**src/rtl/ofdm_phy_pkg.sv**
```systemverilog
// Purpose: shared constants and FSM encoding for the OFDM receive-chain stages.
// Latency: n/a (declarations only).
// Backpressure: n/a.
package ofdm_phy_pkg;

  // Default symbol geometry: 64-point FFT with a 16-sample cyclic prefix.
  localparam int NFFT_DEF  = 64;
  localparam int NCP_DEF   = 16;

  // Sample is {Im[31:16], Re[15:0]}, each 2.14 fixed point.
  localparam int SAMPLE_W  = 32;
  localparam int HALF_W    = SAMPLE_W / 2;

  // Width of the completed-symbol counter.
  localparam int SYM_CNT_W = 16;

  // Position of the cp_remover within the current OFDM block.
  typedef enum logic [1:0] {
    ST_IDLE = 2'd0,
    ST_CP   = 2'd1,
    ST_DATA = 2'd2
  } cp_state_t;

endpackage

```
**src/rtl/wb_skid_buf.sv**
```systemverilog
// Purpose: 2-entry valid/ready skid buffer with fall-through when empty.
// Latency: 0 cycles when empty (input appears on pop side combinationally), else FIFO order.
// Backpressure: push_rdy depends only on occupancy (low when both entries hold data).
module wb_skid_buf #(
  parameter int DW = 32
) (
  input  logic          CLK_I,
  input  logic          RST_I,
  input  logic          push_vld,
  output logic          push_rdy,
  input  logic [DW-1:0] push_dat,
  output logic          pop_vld,
  input  logic          pop_rdy,
  output logic [DW-1:0] pop_dat
);

  logic [DW-1:0] mem [2];
  logic          wr_ptr;
  logic          rd_ptr;
  logic [1:0]    count;
  logic          push;
  logic          pop;
  logic          store;
  logic          drop_head;

  // Handshake decode; an empty buffer passes the input straight through so no cycle is lost.
  always_comb begin
    push_rdy  = (count != 2'd2);
    pop_vld   = (count != 2'd0) | push_vld;
    pop_dat   = (count != 2'd0) ? mem[rd_ptr] : push_dat;
    push      = push_vld & push_rdy;
    pop       = pop_vld & pop_rdy;
    // A sample that is consumed in the same cycle it arrives into an empty buffer is never stored.
    store     = push & ~((count == 2'd0) & pop);
    drop_head = pop & (count != 2'd0);
  end

  // Storage, pointers and occupancy; reset discards any held samples.
  always_ff @(posedge CLK_I) begin
    if (RST_I) begin
      wr_ptr <= 1'b0;
      rd_ptr <= 1'b0;
      count  <= 2'd0;
    end else begin
      if (store) begin
        mem[wr_ptr] <= push_dat;
        wr_ptr      <= ~wr_ptr;
      end
      if (drop_head) begin
        rd_ptr <= ~rd_ptr;
      end
      count <= count + {1'b0, store} - {1'b0, drop_head};
    end
  end

endmodule

```
**src/rtl/cp_remover.sv**
```systemverilog
// Purpose: strips the cyclic prefix from each NCP+NFFT block and forwards the NFFT useful samples.
// Latency: 1 cycle from accepted input to STB_O when buffer and output register are empty.
// Backpressure: CP samples always acked; useful samples acked while the 2-entry skid buffer has room.
module cp_remover
  import ofdm_phy_pkg::*;
#(
  parameter int NFFT = NFFT_DEF,
  parameter int NCP  = NCP_DEF,
  parameter int DW   = SAMPLE_W
) (
  input  logic                 CLK_I,
  input  logic                 RST_I,
  input  logic [DW-1:0]        DAT_I,
  input  logic                 WE_I,
  input  logic                 STB_I,
  input  logic                 CYC_I,
  output logic                 ACK_O,
  output logic [DW-1:0]        DAT_O,
  output logic                 CYC_O,
  output logic                 STB_O,
  output logic                 WE_O,
  input  logic                 ACK_I,
  output logic [SYM_CNT_W-1:0] SYM_CNT
);

  localparam int            CW        = $clog2(NFFT);
  localparam logic [CW-1:0] CP_LAST   = CW'(NCP - 1);
  localparam logic [CW-1:0] DATA_LAST = CW'(NFFT - 1);
  localparam logic [CW-1:0] CNT_ONE   = CW'(1);
  localparam logic [SYM_CNT_W-1:0] SYM_ONE = SYM_CNT_W'(1);

  cp_state_t             state;
  cp_state_t             state_nxt;
  logic [CW-1:0]         cnt;
  logic [CW-1:0]         cnt_nxt;
  logic [SYM_CNT_W-1:0]  sym_cnt_q;
  logic [SYM_CNT_W-1:0]  sym_nxt;
  logic                  req;
  logic                  ack;
  logic                  it;
  logic                  buf_push_vld;
  logic                  buf_push_rdy;
  logic                  buf_pop_vld;
  logic [DW-1:0]         buf_pop_dat;
  logic                  out_load;

  assign req          = CYC_I & STB_I & WE_I;
  assign buf_push_vld = (state == ST_DATA) & req;
  assign ACK_O        = ack & ~RST_I;
  assign WE_O         = STB_O;
  assign SYM_CNT      = sym_cnt_q;
  // The output register takes a new sample whenever it is empty or its current one is being taken.
  assign out_load     = ~STB_O | ACK_I;

  wb_skid_buf #(
    .DW(DW)
  ) u_skid (
    .CLK_I    (CLK_I),
    .RST_I    (RST_I),
    .push_vld (buf_push_vld),
    .push_rdy (buf_push_rdy),
    .push_dat (DAT_I),
    .pop_vld  (buf_pop_vld),
    .pop_rdy  (out_load),
    .pop_dat  (buf_pop_dat)
  );

  // Next-state, sample counter, symbol counter and input acknowledge.
  always_comb begin
    state_nxt = state;
    cnt_nxt   = cnt;
    sym_nxt   = sym_cnt_q;
    ack       = 1'b0;
    it        = 1'b0;
    case (state)
      ST_IDLE: begin
        if (CYC_I) begin
          state_nxt = ST_CP;
          cnt_nxt   = '0;
          sym_nxt   = '0;
        end
      end
      ST_CP: begin
        // Prefix samples are discarded, so they never wait on the buffer.
        ack = 1'b1;
        it  = req;
        if (!CYC_I) begin
          state_nxt = ST_IDLE;
          cnt_nxt   = '0;
        end else if (it) begin
          if (cnt == CP_LAST) begin
            state_nxt = ST_DATA;
            cnt_nxt   = '0;
          end else begin
            cnt_nxt = cnt + CNT_ONE;
          end
        end
      end
      ST_DATA: begin
        ack = buf_push_rdy;
        it  = req & buf_push_rdy;
        if (!CYC_I) begin
          state_nxt = ST_IDLE;
          cnt_nxt   = '0;
        end else if (it) begin
          if (cnt == DATA_LAST) begin
            state_nxt = ST_CP;
            cnt_nxt   = '0;
            sym_nxt   = sym_cnt_q + SYM_ONE;
          end else begin
            cnt_nxt = cnt + CNT_ONE;
          end
        end
      end
      default: begin
        state_nxt = ST_IDLE;
        cnt_nxt   = '0;
      end
    endcase
  end

  // FSM, sample counter and symbol counter registers.
  always_ff @(posedge CLK_I) begin
    if (RST_I) begin
      state     <= ST_IDLE;
      cnt       <= '0;
      sym_cnt_q <= '0;
    end else begin
      state     <= state_nxt;
      cnt       <= cnt_nxt;
      sym_cnt_q <= sym_nxt;
    end
  end

  // Output register and frame flag; DAT_O holds while a stalled sample waits for ACK_I.
  // CYC_O drops once the upstream frame has ended and the last sample has been handed over;
  // with CYC_I low the FSM is already heading to IDLE and no new sample can enter the buffer.
  always_ff @(posedge CLK_I) begin
    if (RST_I) begin
      STB_O <= 1'b0;
      DAT_O <= '0;
      CYC_O <= 1'b0;
    end else begin
      if (out_load) begin
        STB_O <= buf_pop_vld;
        if (buf_pop_vld) begin
          DAT_O <= buf_pop_dat;
        end
      end
      if (out_load & buf_pop_vld) begin
        CYC_O <= 1'b1;
      end else if (!CYC_I && out_load && !buf_pop_vld) begin
        CYC_O <= 1'b0;
      end
    end
  end

endmodule

```
**config.mk**
```make
export PLATFORM = sky130hd
export DESIGN_NAME = cp_remover
export DESIGN_NICKNAME = d
export VERILOG_FILES = /design/src/rtl/ofdm_phy_pkg.sv /design/src/rtl/wb_skid_buf.sv /design/src/rtl/cp_remover.sv
export SDC_FILE = /design/constraint.sdc
export NUM_CORES = 1
export LEC_CHECK = 0
export ABC_AREA = 1
export CAP_MARGIN = 25
export CORE_UTILIZATION = 35
export CTS_CLUSTER_SIZE = 8
export DETAILED_ROUTE_END_ITERATION = 16
export GPL_ROUTABILITY_DRIVEN = 0
export GPL_TIMING_DRIVEN = 1
export PLACE_DENSITY = 0.6
export RECOVER_POWER = 50
export SYNTH_ARGS = -nofsm -noshare
export SYNTH_HDL_FRONTEND = slang
export SYNTH_SLANG_ARGS = --single-unit
```
**constraint.sdc**
```tcl
create_clock -name CLK_I -period 5.8 [get_ports CLK_I]
set_clock_uncertainty 0.2 [all_clocks]
set_input_delay 0.58 -clock CLK_I [delete_from_list [all_inputs] [get_ports CLK_I]]
set_output_delay 0.58 -clock CLK_I [all_outputs]
set_load 0.02 [all_outputs]
```
# After elaboration in Yosys (flattened, before gate mapping)
# Memory sizes are Yosys's and may differ from the RTL's. A register that Yosys moved wholly into a read port is not among the register bits.
# Index checks and enable logic that the tools add are counted.
# op_classes
n_reduce_logical	13
n_mux	30
n_addsub	4
bitwise_logic	17
eq_ne	13
# ops
operator	count
16-bit 2-to-1 mux	4
6-bit 2-to-1 mux	7
32-bit 2-to-1 mux	1
16-bit case mux with 2 select lines	1
6-bit case mux with 3 select lines	1
16-bit by 1-bit adder with 16-bit output, second input constant	1
2-bit 2-to-1 mux	7
1-bit AND	10
5-bit AND reduction	2
1-bit 2-to-1 mux	7
6-bit by 1-bit adder with 6-bit output, second input constant	1
6-bit by 4-bit equality test with 1-bit output, second input constant	1
6-bit equality test, second input constant	1
2-bit inequality test, second input constant	3
3-bit by 2-bit inequality test with 1-bit output, second input constant	2
3-bit inequality test, second input constant	2
2-bit case mux with 3 select lines	1
2-bit nonzero test	3
1-bit NOT	5
2-bit zero test	2
2-bit by 1-bit inequality test with 1-bit output, second input constant	2
3-bit AND reduction	1
2-bit by 1-bit adder with 2-bit output	1
2-bit by 1-bit equality test with 1-bit output, second input constant	1
7 further kinds	10
# word_totals
output_inout_bits	52
word_cells	87
ram_bits	64
n_memories	1
in_bits	38
register_bits	62
# memory_table
memory	depth	width	read_ports	rd_ports_with_merged_regs	wr	line_no	rtl
u_skid.mem	2	32	1	1	1	wb_skid_buf.sv:17	logic [DW-1:0] mem [2];

# Depth between registers and ports, before layout
# Gate-level depths: netlist of run 1.
# logic_depth
ltp_word	11
ltp_mapped	11
mapped_depth_nobuf	11

# By module
# From an unflattened synthesis of run 1, not the netlist that was laid out.
# hier_totals
cells_unflattened	665
area_unflattened_um2	5679.2
# by_module_without_submodules
mod	area_per_inst_um2	cells_each	instances	seq_area_each_um2
wb_skid_buf	2999.1	280	1	2021.9
cp_remover	2680.1	385	1	1161.1

# Least setup slack after synthesis of run 1
# Ideal clock, no wire load.
# synth_path
path_type	register to register
startpoint	register state[0]
endpoint	memory u_skid.mem[1][0] (enable)
required_time_ns	5.139
slack_ns	1.737
path_buffers	0
setup_time_ns	0.461
arrival_time_ns	3.402
stages_incl_launch_ff	10
period_less_slack_ns	4.063
cell_sequence	dfxtp_1 inv_1 ha_1 nand2_4 nor2_8 nor2_4 nor2_8 nand2_2 nand2_2 nor3_1
# synth_via
elab_chain_len	10
elab_cells_between_ends	11
cone_classes	1 x eq/ne; 3 x mux; 7 x bitwise
# synth_rtl
element	line_no	rtl
start: declaration	cp_remover.sv:32	cp_state_t state;
start signal: assignment	cp_remover.sv:129	state <= state_nxt;
2-bit equality test (*)	cp_remover.sv:48	assign buf_push_vld = (state == ST_DATA) & req;
1-bit AND (*)	cp_remover.sv:48	
1-bit OR	wb_skid_buf.sv:29	pop_vld = (count != 2'd0) | push_vld;
1-bit AND	wb_skid_buf.sv:32	pop = pop_vld & pop_rdy;
1-bit AND	wb_skid_buf.sv:34	store = push & ~((count == 2'd0) & pop);
1-bit NOT	wb_skid_buf.sv:34	
1-bit AND (*)	wb_skid_buf.sv:34	
1-bit 2-to-1 mux (*)	wb_skid_buf.sv:45	if (store) begin
1-bit 2-to-1 mux (*)	wb_skid_buf.sv:40	if (RST_I) begin
1-bit 2-to-1 mux (not written as such) (*)	wb_skid_buf.sv:46	mem[wr_ptr] <= push_dat;
end: declaration	wb_skid_buf.sv:17	
# Every way passes the cells marked *; elsewhere a longest branch is shown, timed or not.

# Final worst setup path of run 1
# layout_path
startpoint	register u_skid.count[0]
endpoint	memory u_skid.mem[0][8] (enable)
# layout_via
elab_chain_len	9
elab_cells_between_ends	12
cone_classes	1 x eq/ne; 3 x mux; 6 x bitwise; 2 x reduce/logical
# layout_rtl
element	line_no	rtl
start: declaration	wb_skid_buf.sv:20	logic [1:0] count;
start signal: assignment	wb_skid_buf.sv:52	count <= count + {1'b0, store} - {1'b0, drop_head};
2-bit nonzero test	wb_skid_buf.sv:29	
1-bit OR	wb_skid_buf.sv:29	
1-bit AND	wb_skid_buf.sv:32	
1-bit AND	wb_skid_buf.sv:34	
1-bit NOT	wb_skid_buf.sv:34	
1-bit AND (*)	wb_skid_buf.sv:34	
1-bit 2-to-1 mux (*)	wb_skid_buf.sv:45	
1-bit 2-to-1 mux (*)	wb_skid_buf.sv:40	
1-bit 2-to-1 mux (not written as such) (*)	wb_skid_buf.sv:46	
# Marked as above.

==> results of run 1 <==
==> cell type report <==
cell class | instances | area, um2
diodes | 1 | 2.50
well taps | 211 | 264
multi-input cells | 370 | 1920
fillers | 1411 | 8120
clock buffers | 18 | 429
flip-flops and latches | 127 | 3180
inverters | 76 | 285
clock inverters | 14 | 215
repair buffers | 93 | 952
==> routing by layer <==
| metal | vias up | wire length (um) | track usage |
|---|---|---|---|
| met5 | - | 0 | 0 |
| met1 | 2058 | 6050 | 0.215 |
| li1 | 2205 | - | - |
| met4 | 0 | 181 | 0.0720 |
| met3 | 16 | 660 | 0.0422 |
| met2 | 143 | 6240 | 0.275 |
==> path summary, 6_finish.rpt <==
kind | startpoint | end | slack (ps) | depth (start not counted)
worst max register to register | u_skid.count[0] | u_skid.mem[0][8] | 2610 | 7
worst max-delay path | u_skid.count[0] | u_skid.mem[0][8] | 2610 | 7
worst min register to register | u_skid.wr_ptr | u_skid.wr_ptr | 260 | 2
worst min-delay path | u_skid.wr_ptr | u_skid.wr_ptr | 260 | 2
==> cell families (layout without fill, tap and decap cells) <==
kind of cell | count (synthesis) | in the layout | synth area share
buf+inv | 103 | 201 | 0.0773
other cells | 0 | 1 | 0
flops | 127 | 127 | 0.572
xor+xnor | 3 | 3 | 0.00472
compound gates | 128 | 128 | 0.137
fa+ha+maj | 7 | 7 | 0.0157
simple gates | 232 | 232 | 0.194
==> worst register-to-register path: cells and delay by family (launching register included) <==
family	cells	cell delay [ps]
buffers and inverters	1	170
DFF	1	330
and+or+nand+nor	6	2100
==> metrics by stage <==
stage	power, uW	utilization
2_1_floorplan	1960	-
5_1_grt	3660	0.472
6_report	3470	0.472
4_1_cts	3540	0.471
3_3_place_gp	2350	0.429
3_5_place_dp	2370	0.429
==> power groups by stage <==
stage          clock network (uW)  logic, uW  registers (uW)
6_report                     1150       1150            1170
4_1_cts                      1170       1130            1230
5_1_grt                      1210       1260            1190
2_1_floorplan                   0        642            1320
3_3_place_gp                    0       1110            1240
3_5_place_dp                    0       1120            1250
==> state kept, by name (all words and copies together), names as in the netlist, named ones only <==
signal / flops
DAT_O: 32
STB_O: 1
state: 2
u_skid.mem: 64
u_skid.count: 2
SYM_CNT: 16
cnt: 6
u_skid.rd_ptr: 1
CYC_O: 1
u_skid.wr_ptr: 1
==> synth_stat cells <==
cell type  number
edfxtp_1       64
nand2_2         3
o21ai_1         2
nand2_4         3
nand3_1        59
xor2_1          1
nand2_1       103
o21ai_0        39
ha_1            7
inv_2           2
buf_4           4
nand3_4         1
a22oi_1        25
clkbuf_1       13
dfxtp_1        63
nor2_1         45
o211ai_1        7
inv_1          73
clkinv_1        1
nor2_4          4
and2_1          1
nand3_2         1
nand4_1         1
a21oi_1        44
nor2_8          2
o21bai_1        1
buf_2           5
nor3_1          7
a31oi_1         7
buf_1           2
nor2_2          1
nand3b_1        1
o21ai_2         1
a21oi_4         1
buf_6           3
o22ai_4         1
xnor2_1         2
==> summary.txt, run 1 <==
Global route
  – Pin count of the biggest net entering global routing: 65
  – Global-route wire length before repair: 21,200 um
  – GR Util All Layers: 0.169
  – Vias in the first global route: 4,274
  – Global route overflow: 0
  – Initial antenna violation count: 1

CTS
  – CTS tree: yes
  – CTS Hold Bufs: 0
  – Htree depth: 4
  – Worst-skew pair later-pin latency: 420 ps
  – Cts bufs inserted: 17
  – Root buffer cell: clkbuf_16
  – CTS clock-pin slew for the worst setup and hold paths: 60 ps
  – Clk sinks: 127
  – Cts repair resizes: 0
  – Setup Buffers After CTS: 0
  – Clock Path Buffers: 2

Timing
  – Setup tns final: 0 ps
  – Worst-Margin Slew: 1010 ps
  – Hold Slack: 261 ps
  – PnR worst setup slack: 2610 ps
  – Fin. max-slew vios: 0
  – Slew HR: 0.327
  – Final Hold Fails: 0
  – Fmax: 313 MHz
  – RSZ-0062 raised after global routing: no
  – Crit path time final: 3190 ps
  – Fin crit share: 0.551
  – Final setup vio count: 0

Route
  – DRT Wirelength: 13,100 um
  – Routed Antenna Nets: 0
  – DRC viols: 0
  – Vias: 4,422
  – Drt pass-1 iters: 5
  – WL/cell: 14.4 um
  – DR iter-0 viols: 290
  – Routed vias/inst: 4.86

Pwr
  – Comb power frac: 0.331
  – Peak supply drop: 269 uV
  – P_int: 2270 uW
  – Sequential power share: 0.337
  – P per Cell Area: 479 mW/mm2
  – Sw frac: 0.346
  – Sw Pwr: 1200 uW
  – Clock Power Share: 0.332
  – Leak Pwr: 0.00276 uW

Synthesis
  – Synthesis Warnings: 0
  – Synth area leaders: edfxtp_1, dfxtp_1, nand2_1
  – Avg Inst Size Synth: 9.28 um2
  – Synth Register Bits: 127
  – Area leader, netlist: edfxtp_1
  – Synth top area share: 0.345
  – Post-Syn Area: 0.00557 mm2
  – Netlist cell types: 37
  – Share of the yosys chip area belonging to registers: 0.572
  – Post-synthesis instance total: 600
  – Syn_nets: 645

Die
  – Die X-Extent: 128 um
  – Die area: 0.0164 mm2
  – Boundary pin count: 90
  – Core area: 0.0154 mm2
  – Cell row count: 45
  – Starting Density: 0.362
  – Die height: 128 um

Outcome
  – Status: finished, final reports clean

Place
  – Dpl hpwl: 8310 um
  – I/O Buffers: 89
  – Pre-CTS WS: 2170 ps
  – Placed Cells incl. Taps: 874
  – Placed Area: 0.00659 mm2

Worst setup path
  – CP bufs+invs: 1
  – Largest stage delay, worst path: 770 ps
  – Crit end category: flop
  – Maximum fanout along the worst path: 35
  – Worst path cell trace: nor2_4, inv_2, nor2_4, nor2_8, nand2_2, nand3_1, nor2_4
  – CP top delay family: simple AND/OR/NAND/NOR gates
  – WP data arrival: 3030 ps
  – Crit path kind: flop to flop
  – Slowest-stage cell, CP: nor2_4
  – CP required: 5630 ps
  – Worst path most repeated cell: nor2_4
  – Setup crit start kind: flop

Layout
  – Final Non-Filler Cells: 910
  – Final Net Count: 730
  – Most common cell after layout, fill and taps aside: nand2_1
  – Cell area after layout: 0.00725 mm2
  – Share of layout cells above drive strength 1: 0.0745
  – P&R area growth vs syn: 30.3%
  – Commonest cells after routing, fill and taps aside: nand2_1, dlygate4sd3_1, inv_1

Min path
  – Hold Path Class: flop to flop

Job
  – Max-cap violations: 0
No activity file was read; power rests on OpenSTA's default activity.
==> run 2: changes to the inputs <==
--- a/config.mk
+++ b/config.mk
@@ -12,7 +12,7 @@
 export DETAILED_ROUTE_END_ITERATION = 16
 export GPL_ROUTABILITY_DRIVEN = 0
 export GPL_TIMING_DRIVEN = 1
-export PLACE_DENSITY = 0.6
+export PLACE_DENSITY = 0.62
 export RECOVER_POWER = 50
 export SYNTH_ARGS = -nofsm -noshare
 export SYNTH_HDL_FRONTEND = slang
==> constraint.sdc (replaced) <==
create_clock -name CLK_I -period 2.7 [get_ports CLK_I]
set_clock_uncertainty 0.2 [all_clocks]
set_input_delay 0.27 -clock CLK_I [delete_from_list [all_inputs] [get_ports CLK_I]]
set_output_delay 0.27 -clock CLK_I [all_outputs]
set_load 0.02 [all_outputs]
==> summary.txt, run 2 (same netlist as run 1, synthesis figures left out) <==
Outcome
  – Status: finished, final reports clean

Route
  – Routed Antenna Nets: 0
  – Routed vias/inst: 4.84
  – DRC viols: 0
  – DRT Wirelength: 12,900 um
  – DR iter-0 viols: 228
  – Drt pass-1 iters: 5
  – Vias: 4,431
  – WL/cell: 14.1 um

CTS
  – CTS tree: yes
  – Clock Path Buffers: 2
  – Cts bufs inserted: 17
  – Worst-skew pair later-pin latency: 420 ps
  – Setup Buffers After CTS: 0
  – Htree depth: 4
  – CTS clock-pin slew for the worst setup and hold paths: 50 ps
  – Clk sinks: 127
  – Root buffer cell: clkbuf_16

Global route
  – GR Util All Layers: 0.167
  – Vias in the first global route: 4,233
  – Initial antenna violation count: 0
  – Global-route wire length before repair: 20,900 um
  – Global route overflow: 0
  – Pin count of the biggest net entering global routing: 49

Layout
  – P&R area growth vs syn: 30.1%
  – Largest register FFs: 64
  – Register with the most flip-flops: u_skid.mem
  – Cell area after layout: 0.00724 mm2
  – # diodes: 0
  – Commonest cells after routing, fill and taps aside: nand2_1, dlygate4sd3_1, inv_1
  – Share of layout cells above drive strength 1: 0.0823
  – Fillers: 1,391
  – Most common cell after layout, fill and taps aside: nand2_1
  – Final Net Count: 738

Die
  – Die height: 128 um
  – Starting Density: 0.362
  – Die X-Extent: 128 um
  – Core area: 0.0154 mm2
  – Boundary pin count: 90
  – Die area: 0.0164 mm2
  – Cell row count: 45

Pwr
  – Clock Power Share: 0.304
  – Peak supply drop: 579 uV
  – Comb power frac: 0.340
  – Leak Pwr: 0.00283 uW
  – Sw frac: 0.356
  – P_int: 4600 uW
  – Sequential power share: 0.355
  – Sw Pwr: 2540 uW
  – P per Cell Area: 986 mW/mm2

Worst setup path
  – Maximum fanout along the worst path: 33
  – Largest stage delay, worst path: 790 ps
  – CP required: 2840 ps
  – CP top delay family: compound AO/OA/AOI/OAI gates
  – Crit end category: flop
  – Setup crit start kind: flop
  – Slowest-stage cell, CP: o22ai_4
  – CP bufs+invs: 1
  – Worst path cell trace: inv_1, ha_1, nand2_4, nor2_8, o22ai_4, a22oi_1, a21oi_1
  – WP data arrival: 2590 ps
  – Crit path kind: flop to flop

Timing
  – Final setup vio count: 0
  – Fin crit share: 0.910
  – Worst-Margin Slew: 1100 ps
  – RSZ-0062 raised after global routing: no
  – Final Hold Fails: 0
  – Crit path time final: 2460 ps
  – Slew HR: 0.269
  – Fin. max-slew vios: 0
  – Setup tns final: 0 ps
  – Fmax: 407 MHz

Job
  – Max-cap violations: 0

Place
  – Dpl hpwl: 8700 um
  – Placed Area: 0.00670 mm2
  – I/O Buffers: 89

Min path
  – Hold Path Class: flop to flop
==> run 2: changes by cell type in the layout (fill, tap and decap cells not counted), moves of 3 or more <==
cell,change
buf_4,+7
dlygate4sd3_1,+6
clkdlybuf4s50_1,-6
bufinv_16,-3
clkinvlp_4,-3
==> run 2: worst paths after layout <==
path | slack [ps] | cells past startpoint | startpoint | end
max reg2reg | 240 | 7 | state[0] | DAT_O[8]
max | 240 | 7 | state[0] | DAT_O[8]
min reg2reg | 240 | 1 | u_skid.rd_ptr | flop
min | 240 | 1 | u_skid.rd_ptr | flop
==> run 2: routing by layer <==
metal / wire length, um / global-route usage / part of all wire
met5: 0 / 0 / 0
met3: 764 / 0.0480 / 0.059
met4: 144 / 0.0595 / 0.011
met1: 5590 / 0.202 / 0.43
met2: 6390 / 0.281 / 0.50
==> run 2: area by class of cell <==
cell class | count | area, um2 | area share
tap | 211 | 264 | 0.0364
sequential | 127 | 3180 | 0.440
multi-input combinational | 370 | 1940 | 0.268
inverter | 76 | 285 | 0.0394
timing repair buffer | 101 | 1000 | 0.138
clock buffer | 21 | 450 | 0.0622
clock inverter | 10 | 116 | 0.0161
==> run 2: metrics by stage <==
step	worst slack [ps]	total power (uW)	utilization	instances	hold slack, ps
after floorplan	12.4	4220	-	600	169
after global placement	275	5120	0.436	884	232
after detailed placement	167	5170	0.436	884	241
after CTS	242	7380	0.473	916	244
after global routing	102	7550	0.471	916	281
final	243	7140	0.471	916	243
==> run 2: what timing repair did <==
item,CTS,global route
gates resized for setup,1,0
hold buffers,1,0
endpoints found under the hold margin,2,0
endpoints found under the setup margin,1,0
==> run 2: power by group through the flow <==
stage               combinational, uW  sequential (uW)  clock, uW
floorplan                        1380             2840          0
global placement                 2540             2590          0
detailed placement               2580             2590          0
CTS                              2600             2560       2220
global route                     2660             2580       2310
finish                           2430             2540       2180
